File: config.mk
export PLATFORM = sky130hd
export DESIGN_NAME = fetch_stage
export DESIGN_NICKNAME = d
export VERILOG_FILES = /design/src/rtl/mips_pkg.sv /design/src/rtl/pipe_reg_en_clr.sv /design/src/rtl/fetch_stage.sv
export SDC_FILE = /design/constraint.sdc
export NUM_CORES = 1
export LEC_CHECK = 0
export CAP_MARGIN = 25
export CORE_MARGIN = 2
export CORE_UTILIZATION = 40
export CTS_BUF_LIST = sky130_fd_sc_hd__clkbuf_4 sky130_fd_sc_hd__clkbuf_8
export CTS_CLUSTER_SIZE = 40
export DETAILED_ROUTE_END_ITERATION = 16
export PLACE_DENSITY = 0.66
export SYNTH_ARGS = -nofsm -noshare
export SYNTH_HDL_FRONTEND = slang
export SYNTH_SLANG_ARGS = --single-unit
export TNS_END_PERCENT = 20
File: constraint.sdc
create_clock -name clk -period 5.65 [get_ports clk]
set_input_delay 1.13 -clock clk [delete_from_list [all_inputs] [get_ports clk]]
set_output_delay 1.13 -clock clk [all_outputs]
set_load 0.02 [all_outputs]
File: src/rtl/mips_pkg.sv
// ----------------------------------------------------------------------------
// mips_pkg
// Shared definitions for the MIPS pipeline front end.
//   - word width, default reset PC, canonical NOP encoding
//   - instruction field bit positions (opcode, funct, imm, jump address)
//   - ifid_t: packed layout of the IF/ID pipeline register
// ----------------------------------------------------------------------------
package mips_pkg;

    localparam int          XLEN             = 32;
    localparam logic [31:0] DEFAULT_RESET_PC = 32'h0000_0000;

    // sll $0,$0,0 -- decodes as a harmless R-type, so a bubble is all zeros.
    localparam logic [31:0] NOP_INSTR = 32'h0000_0000;

    localparam int OPCODE_HI = 31;
    localparam int OPCODE_LO = 26;
    localparam int FUNCT_HI  = 5;
    localparam int FUNCT_LO  = 0;
    localparam int IMM_HI    = 15;
    localparam int IMM_LO    = 0;
    localparam int JADDR_HI  = 25;
    localparam int JADDR_LO  = 0;

    // IF/ID contents. A bubble is the all-zero value of this struct.
    typedef struct packed {
        logic [XLEN-1:0] instr;
        logic [XLEN-1:0] pc_plus4;
        logic            valid;
    } ifid_t;

endpackage : mips_pkg

File: src/rtl/pipe_reg_en_clr.sv
// ----------------------------------------------------------------------------
// pipe_reg_en_clr
// Generic pipeline register with synchronous active-low reset, synchronous
// clear and load enable. Priority: reset, clear, enable, hold.
// Both reset and clear load all zeros.
// Ports:
//   clk      in  1  clock
//   rst_n    in  1  synchronous active-low reset
//   i_en     in  1  load i_d when high (and not clearing)
//   i_clr    in  1  load zeros (overrides i_en)
//   i_d      in  W  next value
//   o_q      out W  registered value
// ----------------------------------------------------------------------------
module pipe_reg_en_clr #(
    parameter int W = 32
) (
    input  logic         clk,
    input  logic         rst_n,
    input  logic         i_en,
    input  logic         i_clr,
    input  logic [W-1:0] i_d,
    output logic [W-1:0] o_q
);

    logic [W-1:0] r_q;

    always_ff @(posedge clk) begin
        if (!rst_n) begin
            r_q <= '0;
        end else if (i_clr) begin
            r_q <= '0;
        end else if (i_en) begin
            r_q <= i_d;
        end
    end

    assign o_q = r_q;

endmodule : pipe_reg_en_clr

File: src/rtl/fetch_stage.sv
// ----------------------------------------------------------------------------
// fetch_stage
// Instruction fetch stage of the 5-stage MIPS pipeline. Holds the PC, drives
// the instruction-memory address, registers the fetched word into IF/ID,
// redirects the PC for branches/jumps resolved in ID, inserts bubbles on
// redirect or flush, honours hazard-unit stalls and counts fetches/bubbles.
// Ports:
//   clk, rst_n            clock, synchronous active-low reset
//   stall_f, stall_d      hold PC / hold IF/ID
//   flush_d               load bubble into IF/ID
//   pc_src_d, jump_d      branch taken / jump, decided in ID
//   imem_addr             instruction-memory address (= PC)
//   imem_rdata            combinational instruction word at imem_addr
//   instr_d, pc_plus4_d   IF/ID contents
//   opcode_d, funct_d     fields of instr_d for the decode control unit
//   valid_d               IF/ID holds a real instruction (0 = bubble)
//   fetch_count           valid instructions loaded into IF/ID
//   bubble_count          bubbles loaded into IF/ID by flush/redirect
// RESET_PC must be word-aligned.
// ----------------------------------------------------------------------------
module fetch_stage
    import mips_pkg::*;
#(
    parameter logic [31:0] RESET_PC = DEFAULT_RESET_PC
) (
    input  logic        clk,
    input  logic        rst_n,
    input  logic        stall_f,
    input  logic        stall_d,
    input  logic        flush_d,
    input  logic        pc_src_d,
    input  logic        jump_d,
    output logic [31:0] imem_addr,
    input  logic [31:0] imem_rdata,
    output logic [31:0] instr_d,
    output logic [31:0] pc_plus4_d,
    output logic [5:0]  opcode_d,
    output logic [5:0]  funct_d,
    output logic        valid_d,
    output logic [31:0] fetch_count,
    output logic [31:0] bubble_count
);

    logic [31:0] r_pc_f;
    logic [31:0] r_fetch_count;
    logic [31:0] r_bubble_count;

    ifid_t       w_ifid_d;
    ifid_t       w_ifid_q;
    logic [31:0] w_pc_plus4_f;
    logic [31:0] w_branch_tgt;
    logic [31:0] w_jump_tgt;
    logic [31:0] w_pc_next;
    logic [15:0] w_imm;
    logic        w_redirect;
    logic        w_bubble;
    logic        w_load;

    assign w_pc_plus4_f = r_pc_f + 32'd4;

    // Targets come from the instruction sitting in ID, not from the fetch.
    assign w_imm        = w_ifid_q.instr[IMM_HI:IMM_LO];
    assign w_branch_tgt = w_ifid_q.pc_plus4 + {{14{w_imm[15]}}, w_imm, 2'b00};
    assign w_jump_tgt   = {w_ifid_q.pc_plus4[31:28],
                           w_ifid_q.instr[JADDR_HI:JADDR_LO], 2'b00};

    // A branch/jump stuck behind a stall, or a bubble in ID, must not steer
    // the PC; it is re-evaluated once ID actually advances.
    assign w_redirect = (pc_src_d | jump_d) & ~stall_d & w_ifid_q.valid;
    assign w_bubble   = flush_d | w_redirect;
    assign w_load     = ~stall_d & ~w_bubble;

    always_comb begin
        w_pc_next = w_pc_plus4_f;
        if (w_redirect && jump_d) begin
            w_pc_next = w_jump_tgt;
        end else if (w_redirect) begin
            w_pc_next = w_branch_tgt;
        end else if (stall_f) begin
            w_pc_next = r_pc_f;
        end
    end

    always_ff @(posedge clk) begin
        if (!rst_n) begin
            r_pc_f <= RESET_PC;
        end else begin
            r_pc_f <= w_pc_next;
        end
    end

    assign w_ifid_d.instr    = imem_rdata;
    assign w_ifid_d.pc_plus4 = w_pc_plus4_f;
    assign w_ifid_d.valid    = 1'b1;

    // Clear (bubble) outranks enable, so a flush wins over a stall.
    pipe_reg_en_clr #(
        .W ($bits(ifid_t))
    ) u_ifid (
        .clk   (clk),
        .rst_n (rst_n),
        .i_en  (~stall_d),
        .i_clr (w_bubble),
        .i_d   (w_ifid_d),
        .o_q   (w_ifid_q)
    );

    always_ff @(posedge clk) begin
        if (!rst_n) begin
            r_fetch_count  <= '0;
            r_bubble_count <= '0;
        end else begin
            if (w_load) begin
                r_fetch_count <= r_fetch_count + 32'd1;
            end
            if (w_bubble) begin
                r_bubble_count <= r_bubble_count + 32'd1;
            end
        end
    end

    assign imem_addr    = r_pc_f;
    assign instr_d      = w_ifid_q.instr;
    assign pc_plus4_d   = w_ifid_q.pc_plus4;
    assign valid_d      = w_ifid_q.valid;
    assign opcode_d     = w_ifid_q.instr[OPCODE_HI:OPCODE_LO];
    assign funct_d      = w_ifid_q.instr[FUNCT_HI:FUNCT_LO];
    assign fetch_count  = r_fetch_count;
    assign bubble_count = r_bubble_count;

endmodule : fetch_stage
# After elaboration in Yosys (flattened, before gate mapping)
# Index checks and enable logic that the tools add are counted.
classes:
  n_bitwise: 8
  reduce_logical: 3
  n_eq_ne: 2
  add_sub_neg: 4
  n_mux: 3
ops:
  columns: ["operator", "n"]
  rows:
  - ["32-bit 2-to-1 mux", 3]
  - ["32-bit by 1-bit adder with 32-bit output, second input constant", 2]
  - ["32-bit by 3-bit adder with 32-bit output, second input constant", 1]
  - ["32-bit adder", 1]
  - ["2-bit OR reduction", 2]
  - ["1-bit bitwise AND", 3]
  - ["3-bit by 1-bit inequality test with 1-bit output, second input constant", 1]
  - ["1-bit inverter", 3]
  - ["2-bit by 1-bit inequality test with 1-bit output, second input constant", 1]
  - ["1-bit OR", 2]
  - ["1-bit logical AND", 1]
totals:
  input_bits: 39
  out_inout_bits: 173
  reg_bits: 161

# Logic depth before layout (Yosys ltp)
depth:
  word_depth: 6
  depth_mapped: 9
  depth_no_buf: 9

# By module
# Synthesis repeated with hierarchy kept, for this count alone.
unflattened:
  hier_cells: 1082
  hier_area_um2: 9186.3
by_module_without_submodules:
  columns: ["mod", "area_per_inst_um2", "seq_area_each_um2", "n_inst", "cells_per_inst"]
  rows:
  - ["fetch_stage", 6831.6, 1921.8, 1, 872]
  - ["pipe_reg_en_clr", 2354.8, 1301.2, 1, 210]

# Worst setup path after synthesis
# Ideal clock, no wire load.
synth_path:
  path_kind: "register to register"
  start: "register u_ifid.r_q[48] (netlist: u_ifid.o_q[48])"
  end: "register r_pc_f[29] (netlist: imem_addr[29])"
  setup_time_ps: 100
  synth_period_minus_slack_ps: 3201
  path_slack_ps: 2449
  arrival_time_ps: 3101
  stages_incl_launch_ff: 10
  path_cell_list: "dfxtp_1 -> ha_1 -> buf_6 -> a2111o_1 -> a31oi_2 -> a21o_2 -> nor3_1 -> or4_4 -> mux2_4 -> a2111oi_4"
synth_via:
  elab_chain_cells: 3
synth_rtl:
  columns: ["item", "line", "rtl"]
  rows:
  - ["start, declared", "pipe_reg_en_clr.sv:25", "logic [W-1:0] r_q;"]
  - ["start signal, assigned", "pipe_reg_en_clr.sv:33", "r_q <= i_d;"]
  - ["32-bit adder", "fetch_stage.sv:63", "assign w_branch_tgt = w_ifid_q.pc_plus4 + {{14{w_imm[15]}}, w_imm, 2'b00};"]
  - ["32-bit 2-to-1 mux", "fetch_stage.sv:77", "end else if (w_redirect) begin"]
  - ["32-bit 2-to-1 mux", "fetch_stage.sv:75", "if (w_redirect && jump_d) begin"]
  - ["end signal, assigned", "fetch_stage.sv:88", "r_pc_f <= w_pc_next;"]
  - ["end, declared", "fetch_stage.sv:44", "logic [31:0] r_pc_f;"]
# No other way between the ends.
# A chain may end at the register's enable or synchronous reset.

# Final worst setup path
layout_path:
  start: "input port jump_d"
  end: "register r_fetch_count[26] (netlist: fetch_count[26])"
layout_via:
  elab_chain_cells: 6
layout_rtl:
  columns: ["item", "line", "rtl"]
  rows:
  - ["start, declared", "fetch_stage.sv:32", "input logic jump_d,"]
  - ["1-bit OR", "fetch_stage.sv:69", "assign w_redirect = (pc_src_d | jump_d) & ~stall_d & w_ifid_q.valid;"]
  - ["1-bit bitwise AND (2 in series)", "fetch_stage.sv:69", null]
  - ["1-bit OR", "fetch_stage.sv:70", "assign w_bubble = flush_d | w_redirect;"]
  - ["1-bit inverter", "fetch_stage.sv:71", "assign w_load = ~stall_d & ~w_bubble;"]
  - ["1-bit bitwise AND", "fetch_stage.sv:71", null]
  - ["end signal, assigned", "fetch_stage.sv:114", "r_fetch_count <= r_fetch_count + 32'd1;"]
  - ["end, declared", "fetch_stage.sv:45", "logic [31:0] r_fetch_count;"]
# No other way between the ends.

==> results <==
- The run finished with clean final reports.
- The iteration count of the initial detailed-routing pass is 6.
- After synthesis, the share of flip-flops with an asynchronous set or reset is 0.
- The initial cell density of the core is 0.403.
- The maximum clock frequency is 285 MHz.
- STA puts the critical path data required time at 6020 ps.
- In this run the worst setup path begins at jump_d.
- The worst setup path is captured at a flip-flop.
- The area growth from synthesis to final layout is 28.8%.
- A synthesized cell averages 8.18 um^2.
- The H-tree was split into 4 levels.
- The final count of hold timing violations is 0.
- The placer's final routability congestion estimate is 0.960.
- Entering global routing, the biggest net connects 70 pins.
- The first global-routing pass estimated 43600 um of wire.
- The number of buffers inserted by post-CTS setup repair is 0.
- The DRC marker count from the first detailed-route iteration is 603.
- The clock tree from TritonCTS is yes.
- The number of buffer cells added on primary ports is 211.
- The primary flip-flop cell chosen by synthesis mapping is dfxtp_1.
- The min-delay analysis places its worst path in the category reg2reg.
- The number of buffers inserted by hold repair at cts is 0.
- The Yosys step of the flow raised 0 warnings.
- Leaving out fill and tap cells, the most frequent cells in the layout are 210 x clkdlybuf4s50_1, 175 x nor2_1, 161 x dfxtp_1.
- The number of maximum-capacitance violations is 0.
- Clock tree synthesis selected as its root buffer the cell clkbuf_8.
- The completed layout was analyzed and its total power is 2360 uW.
- The clock period could shrink to 3500 ps.
- The startpoint identified for the worst register-to-register timing path is u_ifid.o_q[48]$_SDFFE_PP0N_.
- The detailed router placed 8648 vias in this run.
- STA classifies the critical path startpoint as an input port.
- The sequential area share after synthesis is 0.356.
- The worst hold path was traced through 2 stages.
- Across every metal layer, demand over resource in global routing totals 0.226.
- The via count normalized by instance count is 5.49.
- The clock sink total is 161.
- The most common cell after layout, fill and taps aside is clkdlybuf4s50_1.
- The maximum buffer depth of the clock tree is 2.
- The peak supply drop is 0.134 mV.
- The cell count after synthesis is 1106.
- After detailed routing, the total wire length is 27300 um.
- Of all nets on the critical path, the largest fanout is 7.
- Once detail routing completed, the nets flagged for antenna violations numbered 0.
- For this design, the slowest cell found on the critical path is nor4b_1.
- 212 I/O pins were placed.
- Detailed placement ended at an HPWL of 20000 um.
- The register-to-register setup slack is 2150 ps.
- Data arrives at the worst endpoint at 3880 ps.
- Counting buffers and inverters, the worst setup path is 8 cells deep.
- The reg-to-reg endpoint is imem_addr[29]$_SDFFE_PN0P_.
- The critical path is of the in2reg type.
- The floorplan step set the die height to 154 um.
- Setup repair after global routing left no endpoint under its margin.
- The power density over the cells is 203 nW/um^2.
- The number of antenna violations at the first check in global routing came to 0.
- The count of unresolved DRC violations after routing is 0.
- The die width is 154 um.
- The number of gates resized after CTS was 0.
- Row generation in the floorplan step produced 55 rows.
- In this run the tightest slew margin relative to its limit is 0.298.
- Setup total negative slack on the finished layout was measured at 0 ps.
- The region available for standard cell placement spans 22400 um^2.
- The total nets after synthesis is 1178.
- The total count of max-transition violations in the final report is 0.
- The clock insertion delay at the later pin of the skew report is 470 ps.
- The count of final setup violators is 0.
- The count of different cell masters after synthesis is 66.
- At the pin with the least slew margin, the transition time is 1040 ps.
- The final worst-path cycle share is 0.620.
- The die covers 23800 um^2.
- For the worst flop-to-flop path, the logic depth is 8.
- The number of buffers and inverters on the critical path is 1.
- The final worst clock skew is 10.6 ps.
- Walking the worst path, the cells encountered are clkdlybuf4s50_1 > o21a_1 > nor4b_1 > nand4_1 > nor2_1 > nand4_1 > xnor2_1 > and2_1.
- The number of global-route vias before repair is 8114.
- Dividing the detail-routed wire length by the instance count gives 17.3 um.
- 0 antenna diodes ended up in the layout.
- At the end of the flow, the number of nets in the layout was 1350.
- The flop and latch count out of synthesis is 161.
- The final standard cell count with taps included and fillers excluded is 1576.
- Summed over all layers, the global routing overflow is 0.
- The post-synthesis cell area is 9050 um^2.
- After clock tree synthesis, the clock-pin slew on the worst setup and hold paths is 100 ps.
- The cell count after placement is 1544.
- The biggest cell delay along the critical path is 620 ps.
- By instance count, the cell type seen most on the critical path is nand4_1.
- Clock tree synthesis inserted a total of 17 buffers.
- In the final layout, the share of cells above drive strength 1 is 0.0488.
- The number of synthesized flops with an enable pin is 0.
- Following the worst setup path forward leads to its endpoint at fetch_count[26]$_SDFFE_PN0P_.
- The gate family responsible for the most delay along the worst path is simple AND/OR/NAND/NOR gates.
- The analysis attributes to cell leakage a power of 0.00437 uW.
## Yosys cell counts (9+ instances only)
cell      instances  area share
nor2_1          175       0.073
dfxtp_1         161        0.36
a21oi_1          81       0.045
nand2_1          78       0.032
xor2_1           58       0.056
nand3_1          49       0.027
mux2i_1          48       0.053
o21ai_0          44       0.024
xnor2_1          43       0.042
clkbuf_1         40       0.017
ha_1             32       0.044
nand4_1          24       0.017
nor3_1           21       0.012
buf_4            19       0.016
inv_1            19      0.0079
or3_1            17       0.012
and3_1           15       0.010
a21o_1           14       0.012
a221oi_1         11       0.011
and2_1           11      0.0076
o21a_1           11      0.0091
and4_1           10      0.0097
nor4_1            9      0.0062
## report_power, final
part           leakage, uW  internal, uW  switching (uW)
clock network     0.000196           371             494
registers          0.00130          1160            41.2
logic              0.00287           134             166
## worst min-delay path by stage
stage               slack [ps]   endpoint                        from
floorplan                  450  flip-flop                   flip-flop
global placement           460  flip-flop  u_ifid.o_q[1]$_SDFFE_PP0N_
detailed placement         470  flip-flop                   flip-flop
CTS                        480  flip-flop                   flip-flop
global route               510  flip-flop  u_ifid.o_q[1]$_SDFFE_PP0N_
finish                     480  flip-flop  u_ifid.o_q[1]$_SDFFE_PP0N_
## final cells by class
type / count / area [um^2]
Fill cell: 2200 / 10800
Multi-Input combinational cell: 856 / 5410
Sequential cell: 161 / 3220
Timing Repair Buffer: 223 / 2200
Tap cell: 285 / 357
Clock buffer: 18 / 241
Clock inverter: 14 / 148
Inverter: 19 / 71.3
## registers in the layout (all words and copies together) (netlist names), named ones only
register and cells:
bubble_count 32, fetch_count 32, imem_addr 30, u_ifid.o_q 65
## metal layers
layer | track usage | share of wire | up-vias | wire length [um]
met5 | 0 | 0 | - | 0
met4 | 0.0816 | 0.025 | 0 | 693
met3 | 0.0384 | 0.056 | 39 | 1530
met2 | 0.358 | 0.46 | 302 | 12500
met1 | 0.312 | 0.46 | 4052 | 12600
li1 | - | - | 4255 | -
## stage by stage
step	hold slack [ps]	setup WS (ps)	instance area (um^2)	utilization
6_report	482	2150	11600	0.519
5_1_grt	507	1970	11600	0.519
3_3_place_gp	457	1800	11300	0.502
2_1_floorplan	447	2450	9050	-
3_5_place_dp	467	1690	11300	0.502
4_1_cts	482	2160	11600	0.519
## kinds of logic after synthesis
kind of cell / count (synthesis) / share of synthesized area
flops: 161 / 0.356
fa+ha+maj: 33 / 0.0465
xor+xnor: 101 / 0.0978
mux: 51 / 0.0573
simple gates: 433 / 0.225
buf+inv: 89 / 0.0473
compound gates: 238 / 0.169
## worst register-to-register path, stage by stage (launching register included)
cell and delay, ps:
dfxtp_1 880, ha_1 470, a2111o_1 460, a31oi_2 190
a21o_2 170, nor3_1 50, or4_4 530, mux2_4 330
a2111oi_4 330
Note: power is estimated with default switching activity, not from simulation.
